**src/rtl/wb_stage.sv**
```systemverilog
// Writeback stage: takes retiring instructions from MEM, waits on data-memory
// responses for loads, extends load data and drives the register file write port.
module wb_stage #(
   parameter int unsigned LOAD_TIMEOUT = 16
) (
   input  logic        clock,
   input  logic        reset,
   input  logic        mem_valid,
   output logic        mem_ready,
   input  logic        mem_regwrite,
   input  logic [4:0]  mem_rd,
   input  logic        mem_is_load,
   input  logic [2:0]  mem_funct3,
   input  logic [1:0]  mem_addr_lo,
   input  logic [31:0] mem_alu_result,
   input  logic        dmem_rvalid,
   input  logic [31:0] dmem_rdata,
   output logic        regwrite,
   output logic [4:0]  write_reg,
   output logic [31:0] write_data,
   output logic        misalign_fault,
   output logic        load_fault,
   output logic        spurious_rsp,
   output logic [31:0] retired
);

   typedef enum logic [0:0] {IDLE = 1'b0, WAIT_LOAD = 1'b1} state_t;

   localparam logic [7:0] TMO_LAST = 8'(LOAD_TIMEOUT - 1);

   state_t      state_q;
   logic [7:0]  cnt_q;
   logic [4:0]  rd_q;
   logic        rw_q;
   logic [2:0]  f3_q;
   logic [1:0]  off_q;
   logic        mem_ready_q;
   logic        regwrite_q;
   logic [4:0]  write_reg_q;
   logic [31:0] write_data_q;
   logic        misalign_q;
   logic        load_fault_q;
   logic        spurious_q;
   logic [31:0] retired_q;

   logic        load_bad_s;
   logic [31:0] shifted_s;
   logic [31:0] load_data_s;

   // Classify the incoming load: misaligned or illegal funct3 is dropped.
   always_comb begin
      load_bad_s = 1'b1;
      case (mem_funct3)
         3'b000, 3'b100: load_bad_s = 1'b0;
         3'b001, 3'b101: load_bad_s = (mem_addr_lo == 2'd3);
         3'b010:         load_bad_s = (mem_addr_lo != 2'd0);
         default:        load_bad_s = 1'b1;
      endcase
   end

   // Align the response word to the captured offset and extend by load type.
   always_comb begin
      shifted_s   = dmem_rdata >> {off_q, 3'b000};
      load_data_s = 32'h0000_0000;
      case (f3_q)
         3'b000:  load_data_s = {{24{shifted_s[7]}}, shifted_s[7:0]};
         3'b001:  load_data_s = {{16{shifted_s[15]}}, shifted_s[15:0]};
         3'b010:  load_data_s = dmem_rdata;
         3'b100:  load_data_s = {24'h00_0000, shifted_s[7:0]};
         3'b101:  load_data_s = {16'h0000, shifted_s[15:0]};
         default: load_data_s = 32'h0000_0000;
      endcase
   end

   // Handshake FSM with all outputs registered; pulses default low each cycle.
   always_ff @(posedge clock or posedge reset) begin
      if (reset) begin
         state_q      <= IDLE;
         cnt_q        <= 8'd0;
         rd_q         <= 5'd0;
         rw_q         <= 1'b0;
         f3_q         <= 3'd0;
         off_q        <= 2'd0;
         mem_ready_q  <= 1'b0;
         regwrite_q   <= 1'b0;
         write_reg_q  <= 5'd0;
         write_data_q <= 32'h0000_0000;
         misalign_q   <= 1'b0;
         load_fault_q <= 1'b0;
         spurious_q   <= 1'b0;
         retired_q    <= 32'h0000_0000;
      end else begin
         regwrite_q   <= 1'b0;
         misalign_q   <= 1'b0;
         load_fault_q <= 1'b0;
         case (state_q)
            IDLE: begin
               mem_ready_q <= 1'b1;
               if (dmem_rvalid) begin
                  spurious_q <= 1'b1;
               end
               if (mem_valid && mem_ready_q) begin
                  if (!mem_is_load) begin
                     regwrite_q   <= mem_regwrite && (mem_rd != 5'd0);
                     write_reg_q  <= mem_rd;
                     write_data_q <= mem_alu_result;
                     retired_q    <= retired_q + 32'd1;
                  end else if (load_bad_s) begin
                     misalign_q <= 1'b1;
                  end else begin
                     rd_q        <= mem_rd;
                     rw_q        <= mem_regwrite;
                     f3_q        <= mem_funct3;
                     off_q       <= mem_addr_lo;
                     cnt_q       <= 8'd0;
                     state_q     <= WAIT_LOAD;
                     mem_ready_q <= 1'b0;
                  end
               end
            end
            WAIT_LOAD: begin
               if (dmem_rvalid) begin
                  // A response in the final wait cycle still completes the load.
                  regwrite_q   <= rw_q && (rd_q != 5'd0);
                  write_reg_q  <= rd_q;
                  write_data_q <= load_data_s;
                  retired_q    <= retired_q + 32'd1;
                  state_q      <= IDLE;
                  mem_ready_q  <= 1'b1;
               end else if (cnt_q == TMO_LAST) begin
                  load_fault_q <= 1'b1;
                  state_q      <= IDLE;
                  mem_ready_q  <= 1'b1;
               end else begin
                  cnt_q <= cnt_q + 8'd1;
               end
            end
            default: begin
               state_q     <= IDLE;
               mem_ready_q <= 1'b0;
            end
         endcase
      end
   end

   assign mem_ready      = mem_ready_q;
   assign regwrite       = regwrite_q;
   assign write_reg      = write_reg_q;
   assign write_data     = write_data_q;
   assign misalign_fault = misalign_q;
   assign load_fault     = load_fault_q;
   assign spurious_rsp   = spurious_q;
   assign retired        = retired_q;

endmodule

```
**config.mk**
```make
export PLATFORM = sky130hd
export DESIGN_NAME = wb_stage
export DESIGN_NICKNAME = d
export VERILOG_FILES = /design/src/rtl/wb_stage.sv
export SDC_FILE = /design/constraint.sdc
export NUM_CORES = 1
export LEC_CHECK = 0
export BUFFER_PORTS_ARGS = -buffer_cell sky130_fd_sc_hd__buf_2
export CORE_UTILIZATION = 40
export CTS_CLUSTER_SIZE = 14
export DETAILED_ROUTE_END_ITERATION = 10
export PLACE_DENSITY = 0.68
export SLEW_MARGIN = 10
export SYNTH_ARGS = -nofsm -noshare
export SYNTH_HDL_FRONTEND = slang
export SYNTH_SLANG_ARGS = --single-unit
export TNS_END_PERCENT = 10
```
**constraint.sdc**
```tcl
create_clock -name clock -period 3.25 [get_ports clock]
set_input_delay 0.8125 -clock clock [delete_from_list [all_inputs] [get_ports clock]]
set_output_delay 0.8125 -clock clock [all_outputs]
set_load 0.01 [all_outputs]
```
==> reports/results.ini <==
[clock_network]
post_cts_buffers = 0
tritoncts = done
insertion_delay_ns = 0.35
numCtsBuffers = 9
cts.path.max_buffers = 2
numClockSinks = 94
htree_levels = 3
ctsResizeCount = 0
hold_buffers = 0
clk_pin_slew_ns = 0.07
clockRootBuffer = clkbuf_16

[die]
dieHeight_um = 113
initial_core_util = 0.410
rows = 40
coreArea_um2 = 12000
num_io_pins = 154
die_w_um = 113
dieArea_um2 = 12700

[critical_path]
end_kind = flip-flop
r2r_cells = 5
crit_type = flip-flop to flip-flop
timing.rr.end = retired[28]
cp_max_fo = 17
r2r_slack_ns = 0.74
crit_path_start_kind = flip-flop
startpoint = state_q
r2r-start = state_q
cp-endpoint = retired[28]
cp.required_ns = 3.48
crit_arrival_ns = 2.74

[synth]
yosysUniqueCellTypes = 52
synth_top_area_frac = 0.480
synth_warnings = 0
syn_area_um2 = 4900
yosys.area.top_type = dfrtp_1
ys_ff_latch = 94
syn_nets = 572
synthTopCellsByCount = 94 x dfrtp_1, 51 x nand2_1, 45 x nor2_1
synth-edff-count = 0
async_flop_share = 1.00
seq_area_frac_synth = 0.480
synth_cells = 490
synth_ff_type = dfrtp_1
syn_area_per_cell_um2 = 10.0
synthTopCellsByArea = dfrtp_1 48%, mux2i_1 5.9%, xnor2_1 3.9%
synth.most_common_cell = dfrtp_1

[hold_path]
hp-class = flip-flop to flip-flop

[sta]
min_period_ns = 2.51
tightest_slew_ns = 0.847
hold_violations = 0
rsz0062_at_grt = false
finalSetupViolCount = 0
finalCritPeriodShare = 0.772
finClkSkew_ns = 0.00850
fmax_mhz = 399
finalSetupTns_ns = 0
slew_viol_final = 0
max_slew_margin = 0.436

[power]
power.leakage_uw = 0.00295
vdd_drop_max_mv = 0.286
pwr_density_cell_nw_per_um2 = 632

[drt]
wl_per_cell_um = 17.7
firstDrtPassIters = 5
antenna_left = 0
totalWireLength_um = 14000
drc = 0
drt_iter0_markers = 292
vias = 4454
via_per_inst = 5.63

[global_route]
gr-usage-met1 = 0.307
antenna_found_initial = 0
grt_pass1_wl_um = 22100
grt_use_met2 = 0.349
grt-busiest-layer = met2
grtUsageMet3 = 0.0439
grt_max_degree = 43
grt_util_all_layers = 0.225
grt-ovfl-total = 0
grt_pass1_vias = 4196

[place]
dp_hpwl_um = 10500
portBuffers = 153
gp_congestion = 0.839

[finish]
n_antenna_cell = 0
fin_util = 0.513
n_fill_cell = 1102
multi_input_area_um2 = 2410
seqCellArea_um2 = 2350
area_growth_pct = 25.2
fin_nets = 721
drive_gt1_frac = 0.318

[outcome]
outcome = completed

[run]
cap_violations = 0

==> layout make-up <==
cell class	instances	share of cell area
multi-input combinational	359	0.392
inverter	11	0.00734
clock buffer	9	0.0367
clock inverter	7	0.0102
sequential	94	0.383
timing repair buffer	164	0.140
tap	147	0.0300
==> cell usage in the layout (no fill, tap or decap), types with 4 or more instances in the layout <==
cell type    n
buf_2      153
dfrtp_1     94
nand2_1     51
nor2_1      45
o21ai_0     34
mux2i_1     29
o22ai_1     24
xnor2_1     22
a21o_1      19
a211oi_1    16
xor2_1      13
mux2_2      10
buf_4       10
inv_1        9
nand3_1      9
clkbuf_16    9
nand4_1      8
nor2b_1      8
a21oi_1      8
a221o_1      7
a221oi_1     7
and3_1       5
and4_1       4
nor4_1       4
inv_6        4
==> where the power goes <==
group | total [uW] | internal, uW | switching [uW]
logic | 1190 | 517 | 672
clock network | 1050 | 537 | 508
registers | 1650 | 1420 | 229
==> per-layer routing <==
layer / vias up / wire (um)
met5: - / 0
met2: 184 / 6520
met3: 33 / 838
met4: 0 / 398
li1: 2087 / -
met1: 2150 / 6230
==> critical path, cell delays in order, from the launching register on <==
cell       delay [ns]
dfrtp_1          0.52
nand4bb_1        0.37
and2_2           0.39
or4_4            0.61
or3_4            0.36
xnor2_2          0.13
==> worst min path at each step <==
stage                       startpoint           end  cells past startpoint
after floorplan               cnt_q[0]      cnt_q[0]                      1
after global placement    spurious_rsp  spurious_rsp                      1
after detailed placement  spurious_rsp  spurious_rsp                      1
after CTS                 spurious_rsp  spurious_rsp                      1
after global routing      spurious_rsp  spurious_rsp                      1
final                      retired[31]   retired[31]                      1
==> per-stage QoR <==
step | instances | hold slack [ns] | cell area (um^2) | setup WS, ns | total power, uW
2_1_floorplan | 490 | 0.479 | 4910 | 0.774 | 2360
3_3_place_gp | 775 | 0.436 | 5850 | 0.464 | 2810
3_5_place_dp | 775 | 0.442 | 5850 | 0.430 | 2850
4_1_cts | 791 | 0.461 | 6140 | 0.763 | 3900
5_1_grt | 791 | 0.482 | 6140 | 0.642 | 4080
6_report | 791 | 0.462 | 6140 | 0.741 | 3880
==> cell families after synthesis <==
group                    after synthesis  synth area share
AO/OA/AOI/OAI                        126             0.174
XOR/XNOR                              36            0.0658
adder cells (fa/ha/maj)                2           0.00510
buffers and inverters                 37            0.0324
flip-flops                            94             0.480
multiplexers                          40            0.0867
AND/OR/NAND/NOR                      155             0.156
Power figures use the tool's default switching activity.
